[config.mk]
export PLATFORM = sky130hd
export DESIGN_NAME = vn_lut_loader_flat
export DESIGN_NICKNAME = d
export VERILOG_FILES = /design/src/rtl/vn_lut_pkg.sv /design/src/rtl/vn_lut_loader_if.sv /design/src/rtl/vn_lut_loader.sv /design/src/flat_wrapper.sv
export SDC_FILE = /design/constraint.sdc
export NUM_CORES = 1
export LEC_CHECK = 0
export CAP_MARGIN = 20
export CORE_MARGIN = 2
export CORE_UTILIZATION = 35
export DETAILED_ROUTE_END_ITERATION = 7
export PLACE_DENSITY = 0.71
export SYNTH_ARGS = -nofsm -noshare
export SYNTH_HDL_FRONTEND = slang
export SYNTH_SLANG_ARGS = --single-unit
[constraint.sdc]
create_clock -name write_clk -period 1.2 [get_ports write_clk]
set_input_delay 0.24 -clock write_clk [delete_from_list [all_inputs] [get_ports write_clk]]
set_output_delay 0.24 -clock write_clk [all_outputs]
set_load 0.1 [all_outputs]
[src/rtl/vn_lut_pkg.sv]
// Shared definitions for the symmetric VN LUT write/read sequencers:
// page geometry for the default LUT shape and the 3-bit state encoding.
package vn_lut_pkg;

  localparam int QUAN_SIZE_DEF       = 3;
  localparam int ENTRY_ADDR_DEF      = 5;
  localparam int MULTI_FRAME_NUM_DEF = 2;

  localparam int PAGE_ADDR_W = ENTRY_ADDR_DEF - $clog2(MULTI_FRAME_NUM_DEF);
  localparam int PAGE_NUM    = 2 ** PAGE_ADDR_W;

  // The read-side page scheduler decodes these exact values.
  typedef enum logic [2:0] {
    IDLE   = 3'd0,
    FETCH0 = 3'd1,
    FETCH1 = 3'd2,
    WRITE  = 3'd3,
    DONE   = 3'd4
  } load_state_e;

  function automatic logic is_fetch(input load_state_e s);
    return (s == FETCH0) || (s == FETCH1);
  endfunction

endpackage : vn_lut_pkg

[src/rtl/vn_lut_loader_if.sv]
// Symbol stream from the IB-table configuration source into the LUT loader.
// The source drives symbols; the loader answers with sym_ready.
interface vn_lut_loader_if #(
  parameter int QUAN_SIZE = 3
);
  logic [QUAN_SIZE-1:0] sym_in;
  logic                 sym_valid;
  logic                 sym_ready;

  modport master (
    output sym_in,
    output sym_valid,
    input  sym_ready
  );

  modport slave (
    input  sym_in,
    input  sym_valid,
    output sym_ready
  );
endinterface : vn_lut_loader_if

[src/rtl/vn_lut_loader.sv]
// Loads one frame's page set of the two-bank sym_vn_rank LUT: pairs stream
// symbols bank0-then-bank1 and issues one dual-bank write per page.
module vn_lut_loader
  import vn_lut_pkg::*;
#(
  parameter int QUAN_SIZE       = 3,
  parameter int ENTRY_ADDR      = 5,
  parameter int MULTI_FRAME_NUM = 2,
  localparam int PAW            = ENTRY_ADDR - $clog2(MULTI_FRAME_NUM)
) (
  input  logic                 write_clk,
  input  logic                 rstn,
  input  logic                 load_start,
  input  logic                 load_frame,
  input  logic                 abort,
  vn_lut_loader_if.slave       sym,
  output logic [QUAN_SIZE-1:0] lut_in_bank0,
  output logic [QUAN_SIZE-1:0] lut_in_bank1,
  output logic [PAW-1:0]       page_write_addr,
  output logic                 write_addr_offset,
  output logic                 we,
  output logic                 busy,
  output logic                 load_done
);

  localparam logic [PAW-1:0] LAST_PAGE = {PAW{1'b1}};

  load_state_e          state_q, state_d;
  logic [PAW-1:0]       page_q, page_d;
  logic                 offset_q, offset_d;
  logic [QUAN_SIZE-1:0] bank0_q, bank0_d;
  logic [QUAN_SIZE-1:0] bank1_q, bank1_d;

  // NOTE: every next-state signal takes its hold value first, so no path
  // through the case statement can leave one unassigned and infer a latch.
  always_comb begin
    state_d  = state_q;
    page_d   = page_q;
    offset_d = offset_q;
    bank0_d  = bank0_q;
    bank1_d  = bank1_q;

    unique case (state_q)
      IDLE: begin
        if (load_start) begin
          offset_d = load_frame;
          page_d   = '0;
          state_d  = FETCH0;
        end
      end

      FETCH0: begin
        if (abort) begin
          state_d = IDLE;
        end else if (sym.sym_valid) begin
          bank0_d = sym.sym_in;
          state_d = FETCH1;
        end
      end

      FETCH1: begin
        if (abort) begin
          state_d = IDLE;
        end else if (sym.sym_valid) begin
          bank1_d = sym.sym_in;
          state_d = WRITE;
        end
      end

      // The write itself is already on the bus this cycle; abort only
      // decides where we go next. Terminal test precedes the increment.
      WRITE: begin
        if (abort) begin
          state_d = IDLE;
        end else if (page_q == LAST_PAGE) begin
          state_d = DONE;
        end else begin
          page_d  = page_q + 1'b1;
          state_d = FETCH0;
        end
      end

      DONE: begin
        state_d = IDLE;
      end

      default: begin
        state_d = IDLE;
      end
    endcase
  end

  // NOTE: sequential state uses non-blocking assignments so every register
  // samples the pre-edge value of its neighbours.
  always_ff @(posedge write_clk or negedge rstn) begin
    if (!rstn) begin
      state_q  <= IDLE;
      page_q   <= '0;
      offset_q <= 1'b0;
      bank0_q  <= '0;
      bank1_q  <= '0;
    end else begin
      state_q  <= state_d;
      page_q   <= page_d;
      offset_q <= offset_d;
      bank0_q  <= bank0_d;
      bank1_q  <= bank1_d;
    end
  end

  // Moore outputs: decoded from registered state only.
  assign sym.sym_ready       = is_fetch(state_q);
  assign we                  = (state_q == WRITE);
  assign busy                = (state_q != IDLE);
  assign load_done           = (state_q == DONE);
  assign page_write_addr     = page_q;
  assign write_addr_offset   = offset_q;
  assign lut_in_bank0        = bank0_q;
  assign lut_in_bank1        = bank1_q;

endmodule : vn_lut_loader

[src/flat_wrapper.sv]
// flat-port wrapper written by rule: the top's interface ports become plain ports
module vn_lut_loader_flat import vn_lut_pkg::*;
#(
  parameter int QUAN_SIZE       = 3,
  parameter int ENTRY_ADDR      = 5,
  parameter int MULTI_FRAME_NUM = 2,
  localparam int PAW            = ENTRY_ADDR - $clog2(MULTI_FRAME_NUM)
)
  (write_clk, rstn, load_start, load_frame, abort, lut_in_bank0, lut_in_bank1, page_write_addr, write_addr_offset, we, busy, load_done, sym_sym_in, sym_sym_valid, sym_sym_ready);
  vn_lut_loader_if #(.QUAN_SIZE(QUAN_SIZE)) sym_i ();
  input  logic write_clk;
  input  logic rstn;
  input  logic load_start;
  input  logic load_frame;
  input  logic abort;
  output logic [QUAN_SIZE-1:0] lut_in_bank0;
  output logic [QUAN_SIZE-1:0] lut_in_bank1;
  output logic [PAW-1:0] page_write_addr;
  output logic write_addr_offset;
  output logic we;
  output logic busy;
  output logic load_done;
  input wire logic [$bits(sym_i.sym_in)-1:0] sym_sym_in;
  input wire logic [$bits(sym_i.sym_valid)-1:0] sym_sym_valid;
  output wire logic [$bits(sym_i.sym_ready)-1:0] sym_sym_ready;
  assign sym_i.sym_in = sym_sym_in;
  assign sym_i.sym_valid = sym_sym_valid;
  assign sym_sym_ready = sym_i.sym_ready;
  vn_lut_loader #(.QUAN_SIZE(QUAN_SIZE), .ENTRY_ADDR(ENTRY_ADDR), .MULTI_FRAME_NUM(MULTI_FRAME_NUM)) u_core (.write_clk(write_clk), .rstn(rstn), .load_start(load_start), .load_frame(load_frame), .abort(abort), .sym(sym_i), .lut_in_bank0(lut_in_bank0), .lut_in_bank1(lut_in_bank1), .page_write_addr(page_write_addr), .write_addr_offset(write_addr_offset), .we(we), .busy(busy), .load_done(load_done));
endmodule
==> flow_summary.yaml <==
route:
  viasPerCell: 5.04
  drt.antenna.violating_nets: 0
  num_vias: 721
  wl_microns: 2240
  avgRoutedWirePerCell_microns: 15.7
  firstDrtPassIters: 4
  drc: 0
  drt-initial-drc-count: 9
cells_and_area:
  final_cells: 143
  layout-drive-gt1-share_pct: 75.9
  post-route-cell-area_sq_mm: 0.00157
  area_delta_synth_final_pct: 109
  fin_util_pct: 79.2
  antenna_cells: 0
  layout.nets: 127
placed_design:
  io_buffer_count: 23
  dp.final_hpwl_microns: 1400
  finalWeightedCongestion: 0.766
  dpl-instance-area_sq_mm: 0.00135
  dp.cells: 125
timing:
  hold_viol: 0
  rsz0062_at_grt: "yes"
  worst_slew_pin_slew_ns: 0.361
  fin_crit_ns: 1.61
  finalClockSkew_ns: 0.00473
  fmax_mhz: 622
  setup_viol: 20
  whs_ns: 0.258
  relSlewSlack_pct: 75.8
  fin_crit_sh_pct: 134
  setup_ws_ns: -0.408
  final_max_slew_viol_count: 0
status:
  violations: "setup timing"
  status: "finished with violations"
critical_path:
  arrival_ns: 1.37
  slowest_delay_ns: 0.46
  startpoint_type: "register"
  crit_required_ns: 0.96
  reg2reg_slack_ns: -0.37
  slowest_stage: "dfrtp_2"
  end_kind: "primary output"
  path_delay_family: "buffers and inverters"
  cp_cell_sequence: "buf_6, nand3b_1, clkinvlp_4, buf_12"
  critical_path_buf_inv_count: 3
  critPathKind: "register to primary output"
  crit_fanout: 8
floorplanning:
  std_cell_rows: 16
  die_x_microns: 50.3
  core-area_sq_mm: 0.00198
  io_pins: 24
  initial_utilization_pct: 37.8
  dieArea_sq_mm: 0.00253
  die_h_microns: 50.3
power_and_ir_drop:
  ir_worst_vdd_mv: 2.35
  powerDensity_mw_per_mm2: 2740
  p_leak_uw: 0.000661
  finalPower_uw: 4300
grt:
  antenna_found_initial: 0
  grt.overflow.total: 0
  grt_pass1_vias: 802
  grt_usage_pct: 18.4
  grt_pass1_wl_microns: 3530
  grt_max_degree: 15
yosys:
  syn_avg_cell_area_sq_um: 11.7
  synth_top_area_share_pct: 46.7
  synthesis.area_sq_um: 749
  ys_seq_area_share_pct: 46.7
  syn-num-nets: 74
  yosysWarningCount: 0
  ys_async_sr_fraction_pct: 100
  yosysUniqueCellTypes: 32
  netlist_instances: 64
  ys.flop_type: "dfrtp_1"
  ys_ff_latch: 14
  synth_area_leader_cell: "dfrtp_1"
  synth.area.top_cells: "dfrtp_1, mux2_2, nor4b_4, buf_6, nand3_1"
  synth-edff-count: 0
cts:
  htreeDepth: 1
  clk_pin_slew_ns: 0.09
  insertion_delay_ns: 0.28
  cts_tree: "yes"
  hold_buffers: 0
  numClockSinks: 14
  cts_buffer_depth: 2
  numCtsBuffers: 3
  root_buffer: "clkbuf_4"
run:
  drv_cap: 0
min_path:
  min_path_type: "primary input to asynchronous set/reset pin"
repair_timing:
action	in CTS	in global routing
pin swaps	5	3
cloned	0	0
setup buffers	11	4
setup endpoints to repair	19	22
resized for setup	11	8
synthesized netlist by cell type (2+ instances only):
library cell / number
mux2_2: 7
nor4b_1: 2
and2b_2: 2
dfrtp_1: 14
nand2_1: 2
inv_1: 4
buf_6: 2
nor3_1: 4
nand3_1: 4
kinds of logic after synthesis:
kind of cell,count (synthesis),share of synthesized area (%)
AO/OA/AOI/OAI,12,12.2
flip-flops,14,46.7
multiplexers,8,11.9
AND/OR/NAND/NOR,22,21.5
buffers and inverters,7,6.01
adder cells (fa/ha/maj),1,1.67
worst paths after layout:
check                                        from                         to  cells after the start
setup / recovery                u_core.state_q[0]                         we                      4
hold / removal                               rstn          u_core.state_q[0]                      2
setup reg to reg                u_core.state_q[1]   u_core.write_addr_offset                      5
hold reg to reg            u_core.lut_in_bank1[0]     u_core.lut_in_bank1[0]                      1
max in group asynchronous                    rstn  u_core.page_write_addr[2]                      2
min in group write_clk     u_core.lut_in_bank1[0]     u_core.lut_in_bank1[0]                      1
registers in the layout, indices dropped and copies added, names as in the netlist:
register                  flops
u_core.lut_in_bank1           3
u_core.write_addr_offset      1
u_core.state_q                3
u_core.lut_in_bank0           3
u_core.page_write_addr        4
power by group:
part | switching (uW) | internal (uW)
clock | 158 | 184
sequential | 190 | 656
combinational | 1770 | 1340
cells in the final DEF (no fill, tap or decap), types with 2 or more instances in the layout:
cell | netlist | layout
nor3_2 | 0 | 2
buf_6 | 2 | 7
clkdlybuf4s50_1 | 0 | 8
dfrtp_4 | 0 | 3
nor3_1 | 4 | 2
buf_12 | 0 | 15
inv_1 | 4 | 3
buf_4 | 1 | 21
nor4b_1 | 2 | 2
dfrtp_2 | 0 | 10
and2b_2 | 2 | 2
nand2_1 | 2 | 2
mux2_4 | 0 | 7
clkbuf_4 | 0 | 3
nand3_4 | 0 | 2
per-layer routing:
metal	vias up	track usage [%]	wire [microns]
li1	347	-	-
met5	-	0	0
met1	350	23.3	953
met4	0	5.09	17
met2	22	30.5	1180
met3	2	5.06	92
cell type report:
| type | count | area, sq um |
|---|---|---|
| multi-input combinational | 43 | 489 |
| tap | 27 | 33.8 |
| sequential | 14 | 374 |
| clock buffer | 4 | 36.3 |
| inverter | 4 | 18.8 |
| fill | 99 | 413 |
| timing repair buffer | 51 | 617 |
metrics by stage:
step / setup WS, ns / TNS [ns]
after detailed placement: -0.447 / -5.40
after global placement: -0.466 / -5.18
after global routing: -0.474 / -5.29
after floorplan: -0.388 / -2.03
final: -0.408 / -4.45
after CTS: -0.400 / -4.40
No activity file was read; power rests on OpenSTA's default activity.
